==> config.mk <==
export PLATFORM = sky130hd
export DESIGN_NAME = ext_int_ctrl
export DESIGN_NICKNAME = d
export VERILOG_FILES = /design/src/rtl/ext_int_pkg.sv /design/src/rtl/eint_channel.sv /design/src/rtl/ext_int_ctrl.sv
export SDC_FILE = /design/constraint.sdc
export NUM_CORES = 1
export LEC_CHECK = 0
export CAP_MARGIN = 20
export CORE_ASPECT_RATIO = 1.2
export CORE_MARGIN = 2
export CORE_UTILIZATION = 40
export CTS_BUF_LIST = sky130_fd_sc_hd__clkbuf_4
export DETAILED_ROUTE_END_ITERATION = 16
export GPL_TIMING_DRIVEN = 1
export PLACE_DENSITY = 0.73
export REMOVE_ABC_BUFFERS = 1
export SLEW_MARGIN = 40
export SYNTH_ARGS = -nofsm -noshare
export SYNTH_HDL_FRONTEND = slang
export SYNTH_SLANG_ARGS = --single-unit
==> constraint.sdc <==
create_clock -name clk -period 1.31 [get_ports clk]
set_clock_uncertainty 0.15 [all_clocks]
set_input_delay 0.262 -clock clk [delete_from_list [all_inputs] [get_ports clk]]
set_output_delay 0.262 -clock clk [all_outputs]
set_load 0.02 [all_outputs]
==> src/rtl/ext_int_pkg.sv <==
// Shared definitions for the external interrupt controller: channel count,
// trigger mode / polarity encodings and the arbiter state type.
package ext_int_pkg;

  localparam int NUM_EINT = 2;

  localparam logic MODE_EDGE  = 1'b1;
  localparam logic MODE_LEVEL = 1'b0;
  localparam logic POL_HIGH   = 1'b1;
  localparam logic POL_LOW    = 1'b0;

  typedef enum logic [1:0] {
    IDLE = 2'd0,
    REQ  = 2'd1,
    HOLD = 2'd2
  } arb_state_t;

endpackage

==> src/rtl/eint_channel.sv <==
// One external interrupt input: synchronizer, glitch filter, polarity
// selection and rising-edge detection of the active level.
module eint_channel #(
  parameter int SYNC_STAGES = 2,
  parameter int FILT_CYCLES = 4
) (
  input  logic clk,
  input  logic rst_n,
  input  logic ie,
  input  logic mode,
  input  logic pol,
  output logic active,
  output logic rise
);

  localparam logic [3:0] CNT_MAX = 4'(FILT_CYCLES - 1);

  logic [SYNC_STAGES-1:0] sync_q;
  logic                   sync_out;
  logic                   filt_q;
  logic [3:0]             cnt_q;
  logic                   hist_q;
  logic                   mode_q;
  logic                   pol_q;
  logic                   cfg_chg;

  assign sync_out = sync_q[SYNC_STAGES-1];
  assign active   = ~(filt_q ^ pol);
  // A mode or polarity change would look like a fresh edge; suppress it.
  assign cfg_chg  = (mode != mode_q) | (pol != pol_q);
  assign rise     = active & ~hist_q & ~cfg_chg;

  always_ff @(posedge clk or negedge rst_n) begin
    if (!rst_n) begin
      sync_q <= '0;
      filt_q <= 1'b0;
      cnt_q  <= '0;
      hist_q <= 1'b0;
      mode_q <= 1'b0;
      pol_q  <= 1'b0;
    end else begin
      sync_q <= {sync_q[SYNC_STAGES-2:0], ie};
      if (sync_out == filt_q) begin
        cnt_q <= '0;
      end else if (cnt_q == CNT_MAX) begin
        filt_q <= ~filt_q;
        cnt_q  <= '0;
      end else begin
        cnt_q <= cnt_q + 4'd1;
      end
      hist_q <= active;
      mode_q <= mode;
      pol_q  <= pol;
    end
  end

endmodule

==> src/rtl/ext_int_ctrl.sv <==
// External interrupt controller: per-channel pending flags and a fixed
// priority arbiter that raises irq/irq_id toward the CPU.
module ext_int_ctrl
  import ext_int_pkg::*;
#(
  parameter int SYNC_STAGES = 2,
  parameter int FILT_CYCLES = 4
) (
  input  logic                clk,
  input  logic                rst_n,
  input  logic [NUM_EINT-1:0] ie_in,
  input  logic [NUM_EINT-1:0] eint_en,
  input  logic [NUM_EINT-1:0] eint_mode,
  input  logic [NUM_EINT-1:0] eint_pol,
  input  logic [NUM_EINT-1:0] eint_clr,
  input  logic                irq_ack,
  output logic                irq,
  output logic                irq_id,
  output logic [NUM_EINT-1:0] eint_pend
);

  arb_state_t          state_q;
  logic [NUM_EINT-1:0] active;
  logic [NUM_EINT-1:0] rise;
  logic [NUM_EINT-1:0] pend_q;
  logic [NUM_EINT-1:0] pend_d;
  logic [NUM_EINT-1:0] ack_clr;
  logic [NUM_EINT-1:0] req_vec;

  for (genvar i = 0; i < NUM_EINT; i++) begin : g_ch
    eint_channel #(
      .SYNC_STAGES(SYNC_STAGES),
      .FILT_CYCLES(FILT_CYCLES)
    ) u_ch (
      .clk   (clk),
      .rst_n (rst_n),
      .ie    (ie_in[i]),
      .mode  (eint_mode[i]),
      .pol   (eint_pol[i]),
      .active(active[i]),
      .rise  (rise[i])
    );
  end

  // A new edge wins over a same-cycle software clear or acknowledge.
  always_comb begin
    ack_clr = '0;
    pend_d  = pend_q;
    if (state_q == REQ && irq_ack) ack_clr[irq_id] = 1'b1;
    for (int i = 0; i < NUM_EINT; i++) begin
      if (eint_mode[i] == MODE_EDGE)
        pend_d[i] = rise[i] | (pend_q[i] & ~eint_clr[i] & ~ack_clr[i]);
      else
        pend_d[i] = active[i];
    end
  end

  assign req_vec   = pend_q & eint_en;
  assign eint_pend = pend_q;

  always_ff @(posedge clk or negedge rst_n) begin
    if (!rst_n) pend_q <= '0;
    else        pend_q <= pend_d;
  end

  // Channel 0 has priority; irq_id is frozen for the whole request.
  always_ff @(posedge clk or negedge rst_n) begin
    if (!rst_n) begin
      state_q <= IDLE;
      irq     <= 1'b0;
      irq_id  <= 1'b0;
    end else begin
      case (state_q)
        IDLE: begin
          if (|req_vec) begin
            state_q <= REQ;
            irq     <= 1'b1;
            irq_id  <= ~req_vec[0];
          end
        end
        REQ: begin
          if (irq_ack) begin
            state_q <= HOLD;
            irq     <= 1'b0;
          end else if (!eint_en[irq_id] || !pend_d[irq_id]) begin
            state_q <= IDLE;
            irq     <= 1'b0;
          end
        end
        HOLD: begin
          state_q <= IDLE;
          irq     <= 1'b0;
        end
        default: begin
          state_q <= IDLE;
          irq     <= 1'b0;
        end
      endcase
    end
  end

endmodule

# Yosys cells after proc, flatten, opt, wreduce, memory -nomap -nowiden
# Cells that the tools add are included.
[totals] rom_bits=0 regBits=26 inputBits=13 wordCells=93 ramBits=0 out_inout_bits=4 latchBits=0 mem_count=0
[op_classes] n_lt_le_gt_ge=2 n_eq_ne=11 n_shift=0 muxes=21 bitwise_logic=30 n_addsub=2 n_reduce_logical=11 div_mod_pow=0 multipliers=0
[ops] operator="$mux 4" count=4
[ops] operator="$not 1->1" count=15
[ops] operator="$mux 1" count=10
[ops] operator="$add 4x1->4 const B" count=2
[ops] operator="$and 1x1->1" count=8
[ops] operator="$eq 4x2->1 const B" count=2
[ops] operator="$mux 2" count=4
[ops] operator="$reduce_and 2->1" count=4
[ops] operator="$ne 1x1->1" count=4
[ops] operator="$or 1x1->1" count=4
[ops] operator="$pmux 2 s2" count=1
[ops] operator="$ne 3x2->1 const B" count=1
[ops] operator="$and 2x2->2" count=1
[ops] operator="$eq 1x1->1" count=2
[ops] operator="$eq 2x1->1 const B" count=1
[ops] operator="$logic_and 1x1->1" count=2
[ops] operator="$logic_not 1->1" count=2
[ops] operator="$logic_not 2->1" count=1
[ops] operator="$lt 1x2->1 const B" count=1
[ops] operator="$ne 2x2->1 const B" count=1
[ops] operator="$pmux 1 s2" count=1
[ops] operator="$reduce_or 2->1" count=1
[ops] operator="$xor 1x1->1" count=2
[ops] operator="$demux 1 s1" count=1
[ops] operator="other kinds (2)" count=2

# Depth between registers and ports, before layout
[logic_depth] word_depth=16 depth_mapped=4 mapped_depth_nobuf=4

# Hierarchy
# From an unflattened synthesis, not the netlist that was laid out.
[hier_totals] hier_cells=82 area_unflattened_um2=1059.8
[modules_own_cells] module="eint_channel (g_ch[1].u_ch)" seq_area_each_um2=250.2 n_inst=1 cells_each=29 area_per_inst_um2=406.6
[modules_own_cells] module="eint_channel (g_ch[0].u_ch)" seq_area_each_um2=250.2 n_inst=1 cells_each=28 area_per_inst_um2=391.6
[modules_own_cells] module="ext_int_ctrl" seq_area_each_um2=125.1 n_inst=1 cells_each=25 area_per_inst_um2=261.5

# Least setup slack after synthesis
# No wires, ideal clock.
[synth_path] path_kind="reg-to-reg" start="register g_ch[1].u_ch.hist_q" end="register state_q[0]" arrival_ps=1201 setup_ps=86 t_required_ps=1074 path_buffers=0 stages_incl_launch_ff=5 path_slack_ps=-127 synth_period_minus_slack_ps=1437 path_cell_list="dfrtp_1 > or3b_1 > a211oi_2 > a311oi_1 > o221ai_2"
[synth_between] elab_chain_cells=11
[synth_lines] item="from (decl)" line_no="eint_channel.sv:22" source="logic hist_q;"
[synth_lines] item="from (signal assigned)" line_no="eint_channel.sv:51" source="hist_q <= active;"
[synth_lines] item="$not 1->1" line_no="eint_channel.sv:31" source="assign rise = active & ~hist_q & ~cfg_chg;"
[synth_lines] item="$and 1x1->1 (2 in series)" line_no="eint_channel.sv:31"
[synth_lines] item="$or 1x1->1" line_no="ext_int_ctrl.sv:52" source="pend_d[i] = rise[i] | (pend_q[i] & ~eint_clr[i] & ~ack_clr[i]);"
[synth_lines] item="$mux 1" line_no="ext_int_ctrl.sv:51" source="if (eint_mode[i] == MODE_EDGE)"
[synth_lines] item="$mux 1 (not written as such) (2 in series)" line_no="ext_int_ctrl.sv:85" source="end else if (!eint_en[irq_id] || !pend_d[irq_id]) begin"
[synth_lines] item="$logic_not 1->1" line_no="ext_int_ctrl.sv:85"
[synth_lines] item="$logic_or 1x1->1" line_no="ext_int_ctrl.sv:85"
[synth_lines] item="$ne 3x2->1 (no source line)"
[synth_lines] item="$reduce_and 2->1 (no source line)"
[synth_lines] item="to (signal assigned)" line_no="ext_int_ctrl.sv:83" source="state_q <= HOLD;"
[synth_lines] item="to (signal assigned)" line_no="ext_int_ctrl.sv:86" source="state_q <= IDLE;"
[synth_lines] item="to (signal assigned)" line_no="ext_int_ctrl.sv:91" source="state_q <= IDLE;"
[synth_lines] item="to (decl)" line_no="ext_int_ctrl.sv:22" source="arb_state_t state_q;"
# Every way passes these cells. The select of a mux whose other input is x is not followed.
# A chain may end at the register's enable or synchronous reset.

# Final worst setup path
[layout_path] start="register g_ch[1].u_ch.pol_q" end="register state_q[0]"
[layout_between] elab_chain_cells=12
[layout_lines] item="from (decl)" line_no="eint_channel.sv:24" source="logic pol_q;"
[layout_lines] item="from (signal assigned)" line_no="eint_channel.sv:53" source="pol_q <= pol;"
[layout_lines] item="$ne 1x1->1" line_no="eint_channel.sv:30" source="assign cfg_chg = (mode != mode_q) | (pol != pol_q);"
[layout_lines] item="$or 1x1->1" line_no="eint_channel.sv:30"
[layout_lines] item="$not 1->1" line_no="eint_channel.sv:31"
[layout_lines] item="$and 1x1->1" line_no="eint_channel.sv:31"
[layout_lines] item="$or 1x1->1" line_no="ext_int_ctrl.sv:52"
[layout_lines] item="$mux 1" line_no="ext_int_ctrl.sv:51"
[layout_lines] item="$mux 1 (not written as such) (2 in series)" line_no="ext_int_ctrl.sv:85"
[layout_lines] item="$logic_not 1->1" line_no="ext_int_ctrl.sv:85"
[layout_lines] item="$logic_or 1x1->1" line_no="ext_int_ctrl.sv:85"
[layout_lines] item="$ne 3x2->1 (no source line)"
[layout_lines] item="$reduce_and 2->1 (no source line)"
# Every way passes these cells. The select of a mux whose other input is x is not followed.

==> results.md <==
- Routed Antenna Nets: 0
- GRT Total Usage: 0.157
- Final min period: approximately 1.5 ns
- Share of layout cells above drive strength 1: 0.366
- Fillers: 206
- Synth-to-Final Area Change: 46.8%
- DIE WIDTH: around 50 um
- N_diodes: 0
- VDD IR-drop max: 1.17 mV
- Root Driver: clkbuf_4
- Commonest cells after routing, fill and taps aside: dfrtp_1, buf_4, clkdlybuf4s50_1, nand2_1
- Vias per cell: between 5 and 6
- Clock buffer count from CTS: 3
- DR WL/cell: 13.1 um
- CTS H-Tree Depth: 1
- Maxcap violations: 0
- Post-Route WL: just over 2000 um
- Highest net fanout along the worst path: 2
- # IOs: 17
- Dominant cells by area after synthesis: dfrtp_1, xnor2_1, nand3b_1
- Cell area after synthesis: roughly 1000 sq um
- CP required: between 1 and 1.5 ns
- Vias in the first global route: just under 900
- Worst Max-Slew Pin Slew: roughly 0.39 ns
- Global route overflow: 0
- Initial DRC Count: 12
- Clock sinks: 25
- Hold-fix buffers, CTS: 0
- Largest net degree at the start of global routing: 26
- Most common cell after layout, fill and taps aside: dfrtp_1
- Routability Congestion: between 0.8 and 0.9
- Nets: between 100 and 150
- Final Instance Area: ~1500 sq um
- Post-Syn Instances: 80
- Post-layout util: 0.601
- Clock power share: 0.141
- Die area: 2950 sq um
- Pins Over Slew Limit: 0
- Relative max-transition margin: 0.735
- Worst Setup Path Type: register to register
- Sequential area share after synthesis: 0.617
- Reg-to-reg endpoint: state_q[0]$_DFFE_PN0P_
- Outcome: finished with violations
- Total DRC errors in the routed layout: 0
- R2r setup slk: -0.19 ns
- First-pass GRT wire length: approximately 3400 um
- Worst skew pair latency: ~0.32 ns
- Drt pass-1 iters: 4
- Setup crit end kind: register
- Unrepaired setup endpoints after global routing: true
- FP Rows: 20
- Post-synth top area share: 0.617
- Critical register-to-register path startpoint: g_ch[1].u_ch.pol_q$_DFF_PN0_
- Synth area leader: dfrtp_1
- Area of the core: 2480 sq um
- Max Clock Freq: ~670 MHz
- Netlist cell types: 25
- Via count: a little under 800
- Net Sw Power: approximately 0.00081 W
- CTS max path bufs: 2
- Combinational Power Share: 0.412
- Cell Pwr Density: between 1500 and 2000 nW/um^2
- Sw frac: 0.325
- CTS tree: done
- Fin crit share: 1.15
- Mean post-synth cell area: approximately 13 sq um
- Hold Violations, Final: 0
- Sequential fraction of design power: 0.447
- Crit path DAT: around 1.6 ns
- DIE HEIGHT: 59.1 um
- Hold WS: about 0.12 ns
- DP Wirelength: 1400 um
- PortBufs: 16
- Pleak: roughly 0.66 nW
- Clk pin slew, worst setup/hold paths: approximately 0.14 ns
- Placed instance area: 1370 sq um
- Int Power: between 0.0015 and 0.002 W
- Yosys warning count: 0
- Failing checks: setup timing
- Number of synthesized register bits: 25
- Initial core utilization: 0.409
- Worst Setup Start Kind: register
- Worst Hold Class: primary input to asynchronous set/reset pin
- Setup WS post-layout: -0.193 ns
- Initial antenna violation count: 0
- R2R depth: 4
- # setup viols final: 5
[power groups by stage]
stage	logic (W)	registers [W]	clock network, W
2_1_floorplan	0.000360	0.00117	0
5_1_grt	0.00111	0.00114	0.000394
6_report	0.00102	0.00111	0.000351
3_3_place_gp	0.000865	0.00110	0
4_1_cts	0.000948	0.00111	0.000365
3_5_place_dp	0.000888	0.00112	0
[cells by family (layout without fill, tap and decap cells)]
group,count (synthesis),in the layout,synth area share
AOI/OAI and AO/OA,12,12,0.101
buffers and inverters,3,46,0.0123
adders and majority gates,2,2,0.0247
muxes,2,2,0.0222
DFF,25,25,0.617
and+or+nand+nor,30,30,0.170
xor gates and xnor gates,6,6,0.0519
[how the worst max path moves through the flow]
stage	slack [ns]	endpoint	cells after the start	from
after floorplan	-0.13	state_q[0]$_DFFE_PN0P_	4	g_ch[1].u_ch.hist_q$_DFF_PN0_
after global placement	-0.38	state_q[0]$_DFFE_PN0P_	5	irq_ack
after detailed placement	-0.42	state_q[0]$_DFFE_PN0P_	5	irq_ack
after CTS	-0.19	state_q[0]$_DFFE_PN0P_	4	g_ch[1].u_ch.pol_q$_DFF_PN0_
after global routing	-0.27	state_q[0]$_DFFE_PN0P_	4	g_ch[1].u_ch.pol_q$_DFF_PN0_
final	-0.19	state_q[0]$_DFFE_PN0P_	4	g_ch[1].u_ch.pol_q$_DFF_PN0_
[repair_timing]
item	CTS	global route
gates cloned	0	0
resized for setup	28	7
pin swaps	7	1
setup buffers	3	1
endpoints found under the setup margin	10	12
[Yosys cell counts]
library cell	number
nor2b_1	2
a211oi_2	1
nand2b_1	2
a311o_2	1
or3b_1	2
a211oi_1	3
nor2_1	4
and3b_1	1
clkbuf_2	1
o221ai_2	1
inv_1	2
ha_1	2
a32oi_1	1
nand2_1	5
a21oi_1	3
nor3b_1	3
xor2_1	2
dfrtp_1	25
a22o_1	1
a311oi_1	1
mux2_2	2
nor3_1	3
xnor2_1	4
nand3_1	4
nand3b_1	4
[state kept, by name (all words and copies together) (netlist names)]
| signal | flops |
|---|---|
| g_ch.u_ch.filt_q | 2 |
| g_ch.u_ch.sync_q | 4 |
| g_ch.u_ch.mode_q | 2 |
| state_q | 2 |
| g_ch.u_ch.cnt_q | 8 |
| g_ch.u_ch.hist_q | 2 |
| g_ch.u_ch.pol_q | 2 |
| eint_pend | 2 |
| irq_id | 1 |
[critical path: stages (launching register included)]
cell      delay [ns]
dfrtp_1         0.41
or3b_1          0.40
a211oi_2        0.21
a311oi_1        0.08
o221ai_2        0.18
[area by class of cell]
class	count	area (sq um)	share of cell area
Tap cell	33	41.3	0.0278
Inverter	2	7.51	0.00505
Clock inverter	1	7.51	0.00505
Sequential cell	25	626	0.421
Timing Repair Buffer	40	358	0.241
Clock buffer	3	22.5	0.0151
Multi-Input combinational cell	52	425	0.286
[per-stage QoR]
stage | setup WS [ns] | power [W] | TNS [ns] | instances
after floorplan | -0.131 | 0.00153 | -0.340 | 79
after global placement | -0.382 | 0.00196 | -1.55 | 148
after detailed placement | -0.425 | 0.00201 | -1.69 | 148
after CTS | -0.191 | 0.00242 | -0.370 | 155
after global routing | -0.274 | 0.00265 | -0.785 | 156
final | -0.193 | 0.00249 | -0.424 | 156
[per-layer routing]
layer	up-vias	routed length (um)	global-route usage	share of wire
li1	372	-	-	-
met1	388	799	0.163	0.39
met2	27	1090	0.291	0.53
met3	4	121	0.0404	0.059
met4	0	32	0.0794	0.016
met5	-	0	0	0
Power figures use the tool's default switching activity.
